--- config.mk ---
export PLATFORM = sky130hd
export DESIGN_NAME = adder_serial
export DESIGN_NICKNAME = d
export VERILOG_FILES = /design/src/rtl/adder_serial.sv
export SDC_FILE = /design/constraint.sdc
export NUM_CORES = 1
export LEC_CHECK = 0
export CELL_PAD_IN_SITES_DETAIL_PLACEMENT = 1
export CELL_PAD_IN_SITES_GLOBAL_PLACEMENT = 1
export CORE_MARGIN = 3
export CORE_UTILIZATION = 43
export DETAILED_ROUTE_END_ITERATION = 8
export GPL_ROUTABILITY_DRIVEN = 0
export PLACE_DENSITY = 0.95
export SLEW_MARGIN = 20
export SYNTH_ARGS = -nofsm -noshare
export SYNTH_HDL_FRONTEND = slang
export SYNTH_SLANG_ARGS = --single-unit
--- constraint.sdc ---
create_clock -name clk -period 4.85 [get_ports clk]
set_input_delay 0.97 -clock clk [delete_from_list [all_inputs] [get_ports clk]]
set_output_delay 0.97 -clock clk [all_outputs]
set_load 0.005 [all_outputs]
--- src/rtl/adder_serial.sv ---
`default_nettype none
// ============================================================================
//  Module   : adder_serial
//  Purpose  : Digit-serial adder/subtractor. Adds (sub=0: a+b+c_in) or
//             subtracts (sub=1: a-b) two WIDTH-bit operands DIGIT bits per
//             clock, least-significant digit first. A registered carry links
//             the digits. Valid/ready handshakes on both sides allow
//             backpressure. Reports carry-out and signed overflow.
//  Ports    : clk        - rising-edge clock
//             reset      - asynchronous, active-high reset
//             in_valid   - operand set offered
//             in_ready   - block can accept an operand set (IDLE only)
//             a, b       - WIDTH-bit operands
//             c_in       - carry-in (used only when sub=0)
//             sub        - 0: a+b+c_in, 1: a-b
//             out_valid  - result available (DONE)
//             out_ready  - consumer accepts result
//             sum        - WIDTH-bit result
//             c_out      - carry out of MSB (sub=1: 1 means no borrow)
//             ovf        - two's-complement signed overflow
//  Params   : WIDTH (multiple of DIGIT), DIGIT (1..WIDTH)
//  Revision : 1.0 - initial release
// ============================================================================
module adder_serial #(
  parameter int WIDTH = 16,
  parameter int DIGIT = 4
) (
  input  logic             clk,
  input  logic             reset,
  input  logic             in_valid,
  output logic             in_ready,
  input  logic [WIDTH-1:0] a,
  input  logic [WIDTH-1:0] b,
  input  logic             c_in,
  input  logic             sub,
  output logic             out_valid,
  input  logic             out_ready,
  output logic [WIDTH-1:0] sum,
  output logic             c_out,
  output logic             ovf
);

  localparam int c_nstep = WIDTH / DIGIT;
  localparam int c_cnt_w = (c_nstep > 1) ? $clog2(c_nstep) : 1;
  localparam logic [c_cnt_w-1:0] c_last = c_cnt_w'(c_nstep - 1);

  typedef enum logic [1:0] {
    IDLE = 2'd0,
    RUN  = 2'd1,
    DONE = 2'd2
  } state_t;

  state_t             r_state;
  state_t             w_state_nxt;
  logic [WIDTH-1:0]   r_a;
  logic [WIDTH-1:0]   r_b;
  logic               r_carry;
  logic [c_cnt_w-1:0] r_cnt;
  logic [WIDTH-1:0]   r_sum;
  logic               r_c_out;
  logic               r_ovf;

  logic               w_accept;
  logic               w_last;
  logic [DIGIT:0]     w_dsum;
  logic               w_msb_cin;
  logic [31:0]        w_base;
  logic [WIDTH-1:0]   w_a_shift;
  logic [WIDTH-1:0]   w_b_shift;

  // --------------------------------------------------------------------------
  // Control FSM
  // --------------------------------------------------------------------------
  always_ff @(posedge clk or posedge reset) begin
    if (reset) begin
      r_state <= IDLE;
    end else begin
      r_state <= w_state_nxt;
    end
  end

  always_comb begin
    w_state_nxt = r_state;
    in_ready    = 1'b0;
    out_valid   = 1'b0;
    case (r_state)
      IDLE: begin
        // Held low while reset is asserted so nothing is offered mid-reset.
        in_ready = ~reset;
        if (in_valid && !reset) begin
          w_state_nxt = RUN;
        end
      end
      RUN: begin
        if (w_last) begin
          w_state_nxt = DONE;
        end
      end
      DONE: begin
        out_valid = 1'b1;
        if (out_ready) begin
          w_state_nxt = IDLE;
        end
      end
      default: begin
        w_state_nxt = IDLE;
      end
    endcase
  end

  assign w_accept = in_valid & in_ready;
  assign w_last   = (r_cnt == c_last);

  // --------------------------------------------------------------------------
  // Digit arithmetic
  // --------------------------------------------------------------------------
  assign w_dsum = {1'b0, r_a[DIGIT-1:0]} + {1'b0, r_b[DIGIT-1:0]}
                + {{DIGIT{1'b0}}, r_carry};

  // Carry into the top bit of the digit, recovered from that bit's sum.
  // Only meaningful on the final digit, where it is the carry into the MSB.
  assign w_msb_cin = w_dsum[DIGIT-1] ^ r_a[DIGIT-1] ^ r_b[DIGIT-1];

  assign w_base = 32'(r_cnt) * 32'(DIGIT);

  // Operand shift registers: the next digit always sits at the bottom.
  generate
    if (c_nstep > 1) begin : g_multi
      assign w_a_shift = {{DIGIT{1'b0}}, r_a[WIDTH-1:DIGIT]};
      assign w_b_shift = {{DIGIT{1'b0}}, r_b[WIDTH-1:DIGIT]};
    end else begin : g_single
      assign w_a_shift = '0;
      assign w_b_shift = '0;
    end
  endgenerate

  // --------------------------------------------------------------------------
  // Datapath registers
  // --------------------------------------------------------------------------
  always_ff @(posedge clk or posedge reset) begin
    if (reset) begin
      r_a     <= '0;
      r_b     <= '0;
      r_carry <= 1'b0;
      r_cnt   <= '0;
      r_sum   <= '0;
      r_c_out <= 1'b0;
      r_ovf   <= 1'b0;
    end else begin
      case (r_state)
        IDLE: begin
          if (w_accept) begin
            r_a     <= a;
            // Subtraction as a + ~b + 1: invert B here, force carry-in to 1.
            r_b     <= b ^ {WIDTH{sub}};
            r_carry <= sub | c_in;
            r_cnt   <= '0;
          end
        end
        RUN: begin
          r_sum[w_base +: DIGIT] <= w_dsum[DIGIT-1:0];
          r_carry <= w_dsum[DIGIT];
          r_a     <= w_a_shift;
          r_b     <= w_b_shift;
          r_cnt   <= r_cnt + 1'b1;
          if (w_last) begin
            r_c_out <= w_dsum[DIGIT];
            r_ovf   <= w_msb_cin ^ w_dsum[DIGIT];
          end
        end
        default: begin
          // DONE: result held stable.
        end
      endcase
    end
  end

  assign sum   = r_sum;
  assign c_out = r_c_out;
  assign ovf   = r_ovf;

endmodule
`default_nettype wire

# ---- Word-level counts from Yosys, hierarchy flattened
# Index checks and enable logic that the tools add are counted.
dict set report totals {
  reg_bits 55
  out_inout_bits 20
  word_cells 50
}
dict set report op_classes {
  add_sub_neg 4
  n_eq_ne 7
  shift 2
  n_mux 15
  n_bitwise 7
  n_reduce_logical 7
}
# operator count
set ops {}
lappend ops {{$pmux W16 S2} 2}
lappend ops {{$neg A4 Y34} 1}
lappend ops {{$shift A4 B34 Y16 const A} 1}
lappend ops {{$shiftx A4 B34 Y16} 1}
lappend ops {{$mux W16} 2}
lappend ops {{$bwmux W16} 1}
lappend ops {{$xor A16 B16 Y16} 1}
lappend ops {{$mux W2} 4}
lappend ops {{$ne A2 B2 Y1 const B} 4}
lappend ops {{$pmux W2 S3} 1}
lappend ops {{$add A4 B4 Y5} 1}
lappend ops {{$add A5 B1 Y5} 1}
lappend ops {{$eq A2 B2 Y1 const B} 2}
lappend ops {{$pmux W2 S2} 1}
lappend ops {{$reduce_and A2 Y1} 2}
lappend ops {{$mux W1} 3}
lappend ops {{$reduce_and A3 Y1} 1}
lappend ops {{$xor A1 B1 Y1} 3}
lappend ops {{$add A2 B1 Y2 const B} 1}
lappend ops {{$eq A2 B1 Y1 const B} 1}
lappend ops {{$logic_not A2 Y1} 1}
lappend ops {{$pmux W1 S2} 1}
lappend ops {{$reduce_bool A2 Y1} 1}
lappend ops {{$and A1 B1 Y1} 1}
lappend ops {{4 further kinds} 4}

# ---- Depth between registers and ports, before layout
dict set report depth {
  depth_word 5
  mapped_depth 6
  mapped_depth_nobuf 6
}

# ---- Worst setup path after synthesis
# Ideal clock, no wire load.
dict set report synth_timing {
  path_kind {input-to-output}
  start {input reset}
  end {output in_ready}
  t_arrival_ns 1.178
  t_required_ns 3.880
  path_slack_ns 2.702
  cell_stages 1
  path_buffers 0
  path_cell_list {nor3_1}
}
dict set report synth_via {
  elab_chain_cells 2
}
# element line
set synth_lines {}
lappend synth_lines {{start: declaration} 29} ;# input logic reset,
lappend synth_lines {{$not A1 Y1} 89} ;# in_ready = ~reset;
lappend synth_lines {{$mux W1} 86} ;# case (r_state)
lappend synth_lines {{end: declaration} 31} ;# output logic in_ready,
# Every way passes these cells.

# ---- Worst setup path in the final report
# Ends and elaborated chain as after synthesis.

==> Implementation_results.wiki <==
{| class="wikitable"
! Metric !! Value
|-
| R2r setup slk || 2440 ps
|-
| Ratio of cells with drive above 1 in the final layout || 6.06%
|-
| Syn_area_per_cell || 11.3 um2
|-
| Maximum count of clock buffers along a single path || 2
|-
| Dominant synthesized flop cell || dfrtp_1
|-
| Power per standard cell area || 559 nW/um2
|-
| Yosys top cell by area || dfrtp_1
|-
| Placed cells || 365
|-
| Commonest cells after routing, fill and taps aside || 57 x clkdlybuf4s50_1, 55 x dfrtp_1, 35 x nand2_1, 25 x o21ai_0, 20 x a22o_1
|-
| Clk slew on worst S/H paths || 90 ps
|-
| Count of cell types in the netlist || 39
|-
| Clock root buffer || clkbuf_8
|-
| Ant. Diodes || 0
|-
| Ys async rst share || 100%
|-
| Max capacitance violation total || 0
|-
| Detailed-router iteration count before antenna repair || 4
|-
| Total core area || 6030 um2
|-
| Leak Pwr || 0.00151 uW
|-
| Overall fraction of global-route tracks in use || 19.2%
|-
| DRC Markers || 0
|-
| Post-cts repair resize count || 0
|-
| Crit start category || input pin
|-
| TNS Setup || 0 ps
|-
| Register-to-Register Path Depth || 6
|-
| Pre-CTS setup slack || 1590 ps
|-
| Run status || completed
|-
| Total CTS buffers || 5
|-
| Clock period minus worst slack || 3250 ps
|-
| Slew at the pin with the worst max-slew slack || 842 ps
|-
| Top cell type's share of synthesized area || 50.3%
|-
| Net count, final || 346
|-
| Reg2Reg Capture Point || ovf
|-
| Worst-path maximum fanout || 3
|-
| Relative area change from synthesis to final layout || 25.9%
|-
| Count of final setup violators || 0
|-
| Final hold violation count || 0
|-
| Syn_nets || 292
|-
| Area of the die || 7350 um2
|-
| CP Capture Type || output port
|-
| Total Routed Length || 6.60 mm
|-
| Depth of the worst hold-timing path || 2
|-
| Hold bufs inserted after CTS || 0
|-
| Met3 track utilization from global routing || 3.65%
|-
| Count of warnings emitted by yosys || 0
|-
| Global route overflow || 0
|-
| Final standard cell area without fillers || 3440 um2
|-
| Final-report max-slew violation count || 0
|-
| Met2 global-route usage || 35.8%
|-
| Netlist area before placement || 2740 um2
|-
| Worst voltage drop across the vdd grid || 0.274 mV
|-
| Wire length of the first global-routing pass || 11.1 mm
|-
| CTS tree || built
|-
| Gate Count Post-Synth || 243
|-
| Worst clock skew || 9.68 ps
|-
| Highest attainable clock frequency || 308 MHz
|-
| Number of placement rows || 28
|-
| Post-synthesis sequential area ratio || 50.3%
|-
| Count of routing violations after the opening detailed-route iteration || 108
|-
| End point of the critical path || in_ready
|-
| Total number of vias || 2,043
|-
| Post-synthesis register bit count || 55
|-
| Insertion delay of the later-clocked pin in the worst-skew pair || 310 ps
|-
| Vias in the first global route || 2,209
|-
| Number of nets with antenna violations after routing || 0
|-
| I/O pins || 58
|-
| Largest cells by area after synthesis || dfrtp_1 50%, mux2i_1 7.0%, a22o_1 6.4%
|-
| Hpwl dp || 4.88 mm
|-
| Initial cell density of the core || 45.4%
|-
| Number of enable-type register cells in the synthesized netlist || 0
|-
| H-tree Lvls || 2
|-
| Met1 global-route usage || 22.9%
|-
| Total power consumption of the routed design || 1920 uW
|-
| Crit share post-route || 67.0%
|-
| Pin count of the biggest net entering global routing || 56
|-
| Routed wire per std cell || 17.7 um
|-
| GRT Max-Usage Layer || met2
|-
| Leading cell type in the layout, fill and taps excluded || clkdlybuf4s50_1
|-
| Required time of the critical path || 3880 ps
|-
| Number of antenna violations at the first check in global routing || 0
|-
| Die width || 85.8 um
|-
| Total setup buffers inserted after CTS || 0
|-
| Via count normalized by instance count || 5.49
|-
| Setup CP Type || input pin to output port
|-
| Arrival time reported for the critical path endpoint || 2280 ps
|-
| I/O Buffers || 57
|-
| Launch instance of the worst register-to-register path || r_a[0]
|-
| Num Clock Sinks || 55
|-
| Type of the worst min-delay path || register to register
|-
| DP Area || 3340 um2
|-
| Tightest slew margin relative to the limit || 43.7%
|-
| Chip height || 85.8 um
|-
| Launch point of the worst path || reset
|-
| Smallest setup slack after layout || 1600 ps
|-
| Non-Filler Instances || 372
|-
| Unrepaired setup endpoints after global routing || false
|}
through the flow:
stage	util (%)	hold slack, ps
final	57.1	493
after global routing	57.1	521
after CTS	57.1	496
after detailed placement	55.4	473
after global placement	55.3	462
after floorplan	-	449
per-layer routing:
| metal | vias up | wire length, um |
|---|---|---|
| met5 | - | 0 |
| met4 | 0 | 77 |
| met3 | 6 | 248 |
| met2 | 54 | 3510 |
| met1 | 1014 | 2760 |
| li1 | 969 | - |
state kept, by name, indices dropped and copies added (netlist names):
name     count
ovf          1
r_state      2
r_cnt        2
r_carry      1
r_a         16
r_b         16
sum         16
c_out        1
worst max-delay path, stage by stage:
cell	delay, ps
clkdlybuf4s50_1	490
nor3_1	260
clkdlybuf4s50_1	570
power by group:
| group | internal [uW] | total (uW) | switching [uW] |
|---|---|---|---|
| Clock | 151 | 302 | 151 |
| Sequential | 626 | 768 | 142 |
| Combinational | 391 | 854 | 463 |
| Total | 1170 | 1920 | 755 |
worst min path at each step:
stage	start	endpoint	slack, ps
detailed placement	r_a[8]	r_a[4]	470
global placement	sum[6]	sum[6]	460
finish	r_b[13]	r_b[13]	490
CTS	r_a[8]	r_a[4]	500
floorplan	r_a[4]	r_a[0]	450
global route	r_a[15]	r_a[11]	520
cells by family (layout without fill, tap and decap cells):
group	count (synthesis)	in the layout	share of synthesized area, %
AOI/OAI and AO/OA	65	65	16.8
xor gates and xnor gates	18	18	5.76
adders and majority gates	11	11	5.58
buffers and inverters	14	68	2.93
DFF	55	55	50.3
muxes	19	19	6.95
and+or+nand+nor	61	61	11.6
area by class of cell:
class                           instances  area (um2)
Clock inverter                          2        37.5
Clock buffer                            5        68.8
Multi-Input combinational cell        174        1280
Sequential cell                        55        1380
Inverter                                4        17.5
Timing Repair Buffer                   57         571
Tap cell                               75        93.8
Fill cell                             658        2580
synth_stat cells (2+ instances only):
library cell   n
a211oi_1       4
a21o_1         2
a21oi_1        3
a221o_1        5
a22o_1        20
buf_2          4
buf_4          2
buf_6          2
clkbuf_1       2
dfrtp_1       55
fa_1           2
ha_1           9
inv_1          4
mux2i_1       19
nand2_1       35
nand2b_1       2
nand3_1        2
nor2_1         8
nor2b_1        2
nor3_1         2
o21ai_0       25
xnor2_1       10
xor2_1         8
Note: power is estimated with default switching activity, not from simulation.
